===== src/rtl/icache_refill_pkg.sv =====
// Shared types and helpers for the icache refill arbiter.
package icache_refill_pkg;

    typedef enum logic [1:0] {ARB_IDLE, ARB_HOLD, ARB_XFER} refill_arb_state_e;

    localparam int unsigned REFILL_BEATS = 16;

    // True on the final beat of a burst; len=1 selects the double-line burst.
    function automatic logic last_beat(input int unsigned cnt, input logic len,
                                       input int unsigned beats = REFILL_BEATS);
        return cnt == (len ? 2 * beats - 1 : beats - 1);
    endfunction

endpackage


===== src/rtl/rr_arb_core.sv =====
// Combinational round-robin pick: first set req bit at or after ptr, wrapping.
module rr_arb_core #(
    parameter int unsigned N     = 4,
    parameter int unsigned IDX_W = $clog2(N)
) (
    input  logic [N-1:0]     req_i,
    input  logic [IDX_W-1:0] ptr_i,
    output logic [N-1:0]     sel_oh_o,
    output logic [IDX_W-1:0] sel_idx_o,
    output logic             valid_o
);

    always_comb begin
        sel_oh_o  = '0;
        sel_idx_o = '0;
        valid_o   = 1'b0;
        for (int unsigned k = 0; k < N; k++) begin : g_scan
            logic [IDX_W-1:0] j;
            j = IDX_W'((32'(ptr_i) + k) % N);
            if (!valid_o && req_i[j]) begin
                valid_o     = 1'b1;
                sel_oh_o[j] = 1'b1;
                sel_idx_o   = j;
            end
        end
    end

endmodule


===== src/rtl/icache_refill_arb.sv =====
// Shares one L2 refill port among NUM_REQ icache refill controllers; the
// selected requester owns the port until its whole burst has returned.
module icache_refill_arb
    import icache_refill_pkg::*;
#(
    parameter int unsigned NUM_REQ = 4,
    parameter int unsigned ADDR_W  = 19,
    parameter int unsigned DATA_W  = 32,
    parameter int unsigned BEATS   = REFILL_BEATS
) (
    input  logic                      clk_i,
    input  logic                      rst_i,
    input  logic [NUM_REQ-1:0]        up_req_i,
    input  logic [NUM_REQ*ADDR_W-1:0] up_addr_i,
    input  logic [NUM_REQ-1:0]        up_lenth_i,
    output logic [NUM_REQ-1:0]        up_gnt_o,
    output logic [NUM_REQ-1:0]        up_r_valid_o,
    output logic [DATA_W-1:0]         up_r_data_o,
    output logic [NUM_REQ-1:0]        up_done_o,
    output logic                      dn_req_o,
    input  logic                      dn_gnt_i,
    output logic [ADDR_W-1:0]         dn_addr_o,
    output logic                      dn_lenth_o,
    input  logic                      dn_r_valid_i,
    input  logic [DATA_W-1:0]         dn_r_data_i,
    output logic                      busy_o,
    output logic                      stray_beat_o
);

    localparam int unsigned IDX_W = $clog2(NUM_REQ);
    localparam int unsigned CNT_W = $clog2(2 * BEATS);

    refill_arb_state_e state_q, state_d;
    logic [IDX_W-1:0]  owner_q, owner_d;
    logic [IDX_W-1:0]  rr_ptr_q, rr_ptr_d;
    logic [CNT_W-1:0]  beat_cnt_q, beat_cnt_d;
    logic              owner_len_q, owner_len_d;
    logic              stray_q, stray_d;
    logic              init_q;

    logic [NUM_REQ-1:0] arb_oh;
    logic [IDX_W-1:0]   arb_idx;
    logic               arb_valid;
    logic               quiet;
    logic               last;
    logic [ADDR_W-1:0]  addr_a [NUM_REQ];

    for (genvar g = 0; g < NUM_REQ; g++) begin : g_addr
        assign addr_a[g] = up_addr_i[g*ADDR_W +: ADDR_W];
    end

    rr_arb_core #(.N(NUM_REQ), .IDX_W(IDX_W)) u_rr (
        .req_i    (up_req_i),
        .ptr_i    (rr_ptr_q),
        .sel_oh_o (arb_oh),
        .sel_idx_o(arb_idx),
        .valid_o  (arb_valid)
    );

    // Outputs stay silent during reset and for the first cycle after it.
    assign quiet       = rst_i | init_q;
    assign last        = last_beat(32'(beat_cnt_q), owner_len_q, BEATS);
    assign up_r_data_o = dn_r_data_i;

    always_ff @(posedge clk_i) begin : p_state
        if (rst_i) state_q <= ARB_IDLE;
        else       state_q <= state_d;
    end

    always_ff @(posedge clk_i) begin : p_regs
        if (rst_i) begin
            init_q      <= 1'b1;
            owner_q     <= '0;
            owner_len_q <= 1'b0;
            beat_cnt_q  <= '0;
            rr_ptr_q    <= '0;
            stray_q     <= 1'b0;
        end else begin
            init_q      <= 1'b0;
            owner_q     <= owner_d;
            owner_len_q <= owner_len_d;
            beat_cnt_q  <= beat_cnt_d;
            rr_ptr_q    <= rr_ptr_d;
            stray_q     <= stray_d;
        end
    end

    always_comb begin : p_next
        state_d     = state_q;
        owner_d     = owner_q;
        owner_len_d = owner_len_q;
        beat_cnt_d  = beat_cnt_q;
        rr_ptr_d    = rr_ptr_q;
        stray_d     = stray_q | (dn_r_valid_i && (state_q != ARB_XFER));
        unique case (state_q)
            ARB_IDLE: begin
                if (!quiet && arb_valid) begin
                    owner_d     = arb_idx;
                    owner_len_d = up_lenth_i[arb_idx];
                    beat_cnt_d  = '0;
                    state_d     = dn_gnt_i ? ARB_XFER : ARB_HOLD;
                end
            end
            ARB_HOLD: begin
                if (!up_req_i[owner_q]) begin
                    state_d = ARB_IDLE;
                end else if (dn_gnt_i) begin
                    owner_len_d = up_lenth_i[owner_q];
                    beat_cnt_d  = '0;
                    state_d     = ARB_XFER;
                end
            end
            ARB_XFER: begin
                if (dn_r_valid_i) begin
                    if (last) begin
                        beat_cnt_d = '0;
                        rr_ptr_d   = (owner_q == IDX_W'(NUM_REQ - 1)) ? '0 : owner_q + IDX_W'(1);
                        state_d    = ARB_IDLE;
                    end else begin
                        beat_cnt_d = beat_cnt_q + CNT_W'(1);
                    end
                end
            end
            default: state_d = ARB_IDLE;
        endcase
    end

    always_comb begin : p_out
        dn_req_o     = 1'b0;
        dn_addr_o    = '0;
        dn_lenth_o   = 1'b0;
        up_gnt_o     = '0;
        up_r_valid_o = '0;
        up_done_o    = '0;
        busy_o       = (state_q != ARB_IDLE) && !rst_i;
        stray_beat_o = stray_q && !rst_i;
        if (!quiet) begin
            unique case (state_q)
                ARB_IDLE: begin
                    if (arb_valid) begin
                        dn_req_o   = 1'b1;
                        dn_addr_o  = addr_a[arb_idx];
                        dn_lenth_o = up_lenth_i[arb_idx];
                        if (dn_gnt_i) up_gnt_o = arb_oh;
                    end
                end
                ARB_HOLD: begin
                    dn_req_o   = up_req_i[owner_q];
                    dn_addr_o  = addr_a[owner_q];
                    dn_lenth_o = up_lenth_i[owner_q];
                    if (up_req_i[owner_q] && dn_gnt_i) up_gnt_o[owner_q] = 1'b1;
                end
                ARB_XFER: begin
                    up_r_valid_o[owner_q] = dn_r_valid_i;
                    up_done_o[owner_q]    = dn_r_valid_i && last;
                end
                default: ;
            endcase
        end
    end

endmodule

===== config.mk =====
export PLATFORM = sky130hd
export DESIGN_NAME = icache_refill_arb
export DESIGN_NICKNAME = d
export VERILOG_FILES = /design/src/rtl/icache_refill_pkg.sv /design/src/rtl/rr_arb_core.sv /design/src/rtl/icache_refill_arb.sv
export SDC_FILE = /design/constraint.sdc
export NUM_CORES = 1
export LEC_CHECK = 0
export BUFFER_PORTS_ARGS = -buffer_cell sky130_fd_sc_hd__clkbuf_2
export CAP_MARGIN = 10
export CORE_AREA = 2 2 80 97
export DETAILED_ROUTE_END_ITERATION = 6
export DIE_AREA = 0 0 82 99
export MAX_ROUTING_LAYER = met4
export PLACE_DENSITY_LB_ADDON = 0.25
export SLEW_MARGIN = 20
export SYNTH_ARGS = -nofsm -noshare
export SYNTH_HDL_FRONTEND = slang
export SYNTH_HIERARCHICAL = 1
export SYNTH_SLANG_ARGS = --single-unit

===== constraint.sdc =====
create_clock -name clk_i -period 3.8 [get_ports clk_i]
set_input_delay 0.76 -clock clk_i [delete_from_list [all_inputs] [get_ports clk_i]]
set_output_delay 0.76 -clock clk_i [all_outputs]
set_load 0.005 [all_outputs]

==> metrics.txt <==
final std cells w/o fill=479; ys async rst share=0; Critical Path Sink Type=output pin; CTS tree=yes; post-DR vias/cell=5.87; Setup WS pre-CTS=-128 ps; clock slew at reported path FFs=50 ps; Top FF cell, synth=dfxtp_1; Total Nets Final=521; Final Hold Fails=0; xor/xnor cell area share of the yosys netlist=0.00319; max-slew violations=0; # diodes=0; I/O pin total=187; Die Area=0.00812 sq mm; status=completed; critical path class=in -> out; CTS Buffer Depth=2; syn_area_per_cell=9.81 sq um; port buffer count=122; Cell variety after synth=50; crit path cell chain=buf_6 -> mux4_2 -> nor4b_4 -> nor2_1 -> a32o_2 -> buf_12 -> mux4_2 -> a22oi_2 -> nor2_2 -> buf_2; top achievable clock speed=266 MHz; Worst setup SP type=input pin; via count=2810; Final setup viols=0; DR iter-0 viols=122; initial core utilization=0.384; Post-Synth Simple-Gate Area=0.149; clock skew=2.32 ps; Max Fanout on Critical Path=8; Sink Count=14; critical path data arrival time=3000 ps; Synthesized Nets=410; Clock Latency Late Sink=240 ps; CP peak stage delay=600 ps; largest net degree at the start of global routing=25; Synth Cell Area=0.00275 sq mm; slowest CP cell=mux4_2; gr usage total=0.212; Final Cycle Share=0.990; first-pass GRT wire length=13.4 mm; Setup WS post-layout=37.3 ps; row count=34; routability cong.=0.775; PD cells=174 mW/mm^2; DP HPWL=6.36 mm; RSZ-0062 raised after global routing=true; # DRC=0; Synth Area in Adders=0.0455; initial antenna violation count=0; combinational family with the most area after synthesis=multiplexers; final hold slack=468 ps; number of synthesized flops with an enable pin=0; Yosys warning count=6; Max Cap Violations=0; layout cells sized above 1=0.630; die height=99 microns; P&R area growth vs syn=35.3%; placed cells=462; # H-tree levels=1; VDD IR-drop max=156 uV; Pre-antenna DRT Iters=7; Synth Area in Compound Gates=0.164; die width=82 microns; clock root buffer=clkbuf_8; core footprint=0.00715 sq mm; Tmin final=3760 ps; Routed WL per cell=17.5 microns; DRT antenna net count=0; cell mode on critical path=mux4_2; GRT overflow=0; mux contribution to synthesized area=0.396; Leak Pwr=1.56 nW; Yosys reg bits=14; vias in the first global route=2938; Max-slew headroom=0.480; Cells after Synth=280; post-synthesis sequential area ratio=0.102; hold crit path type=reg -> reg; Post-Route WL=8.37 mm; worst slew pin tran=781 ps; CTS buffer count=3; fillcell total=673; Required @ worst endpoint=3040 ps
report_power, final:
part | leakage, nW | internal [mW] | switching [mW]
registers | 0.115 | 0.152 | 0.00886
logic | 1.42 | 0.209 | 0.156
clock network | 0.0216 | 0.0701 | 0.0495
layout by cell type, fill, tap and decap left out, types with 2 or more instances in the layout:
cell type	synthesis	final
and2_1	4	4
o32ai_1	2	2
ha_1	10	10
buf_6	3	7
o21ai_1	3	3
mux4_2	42	45
o21ai_0	5	4
nand2b_1	6	6
dfxtp_2	0	2
a22oi_1	28	10
nor2_2	1	2
buf_8	0	3
buf_16	0	3
buf_4	32	27
nand3_1	3	3
a211oi_1	2	2
mux2_2	2	2
a22oi_2	0	18
and3_1	4	4
buf_2	5	10
a21oi_1	8	7
a31oi_1	2	2
clkbuf_8	0	3
nand3b_1	2	2
dfxtp_1	14	12
a22o_1	4	4
mux2i_1	4	4
buf_12	0	2
inv_1	9	8
nor3_1	5	4
clkbuf_2	0	108
nand2_1	6	6
nor2_1	36	35
registers in the layout (all words and copies together), names as in the netlist:
signal and flops:
beat_cnt_q 5, init_q 1, owner_len_q 1, owner_q 2, rr_ptr_q 2, state_q 2, stray_q 1
stage by stage:
step	utilization	area [sq um]	TNS (ps)	power, mW
finish	0.520	3720	0	0.647
CTS	0.501	3580	-2.74	0.630
detailed placement	0.468	3340	-1720	0.472
global placement	0.468	3340	-561	0.466
global route	0.520	3720	-875	0.691
floorplan	-	2750	-303	0.380
final cells by class:
class / count / area (sq um) / share of cell area
Tap cell: 90 / 113 / 0.0303
Timing Repair Buffer: 160 / 1040 / 0.280
Multi-Input combinational cell: 203 / 2210 / 0.594
Sequential cell: 14 / 283 / 0.0760
Inverter: 9 / 33.8 / 0.00908
Clock buffer: 3 / 41.3 / 0.0111
path summary, 6_finish.rpt:
path	startpoint	endpoint	slack [ps]	cells after the start
setup / recovery	up_req_i[3]	dn_addr_o[1]	40	10
hold / removal	stray_q$_SDFF_PP0_	stray_q$_SDFF_PP0_	470	2
setup reg to reg	rr_ptr_q[0]$_SDFFE_PP0P_	owner_len_q$_SDFFE_PP0P_	1040	11
hold reg to reg	stray_q$_SDFF_PP0_	stray_q$_SDFF_PP0_	470	2
cell usage after synthesis (all sizes together) (2+ instances only):
| master | instances | area (sq um) |
|---|---|---|
| a211oi | 2 | 15.0 |
| a21oi | 8 | 40.0 |
| a22o | 4 | 35.0 |
| a22oi | 28 | 210 |
| a31oi | 2 | 12.5 |
| and2 | 4 | 25.0 |
| and2b | 2 | 16.3 |
| and3 | 4 | 25.0 |
| buf | 42 | 307 |
| clkbuf | 12 | 45.0 |
| dfxtp | 14 | 280 |
| ha | 10 | 125 |
| inv | 9 | 33.8 |
| mux2 | 2 | 22.5 |
| mux2i | 4 | 40.0 |
| mux4 | 45 | 1020 |
| nand2 | 6 | 22.5 |
| nand2b | 6 | 37.5 |
| nand3 | 4 | 25.0 |
| nand3b | 2 | 15.0 |
| nor2 | 37 | 141 |
| nor3 | 5 | 25.0 |
| o21ai | 8 | 40.0 |
| o32ai | 2 | 17.5 |
worst max-delay path, delay by kind of cell:
kind,cells,cell delay [ps]
mux,2,890
compound gates,2,470
simple gates,3,460
buf+inv,3,420
per-layer routing:
metal	part of all wire	GRT usage	vias to the layer above
li1	-	-	1294
met1	0.38	0.249	1409
met2	0.56	0.393	103
met3	0.053	0.0174	4
met4	0.0011	0.0321	0
met5	0	-	-
cells by family (layout without fill, tap and decap cells):
kind of cell | Yosys count | in the layout
AOI/OAI and AO/OA | 63 | 63
xor gates and xnor gates | 1 | 1
adders and majority gates | 10 | 10
buffers and inverters | 63 | 172
DFF | 14 | 14
muxes | 51 | 51
and+or+nand+nor | 78 | 78
repair_timing:
item | in CTS | in global routing
resized for setup | 30 | 31
endpoints found under the hold margin | 0 | 0
buffers inserted | 5 | 8
cloned | 3 | 0
hold buffers | 0 | 0
setup endpoints to repair | 20 | 20
pin swaps | 15 | 11
No activity file was read; power rests on OpenSTA's default activity.
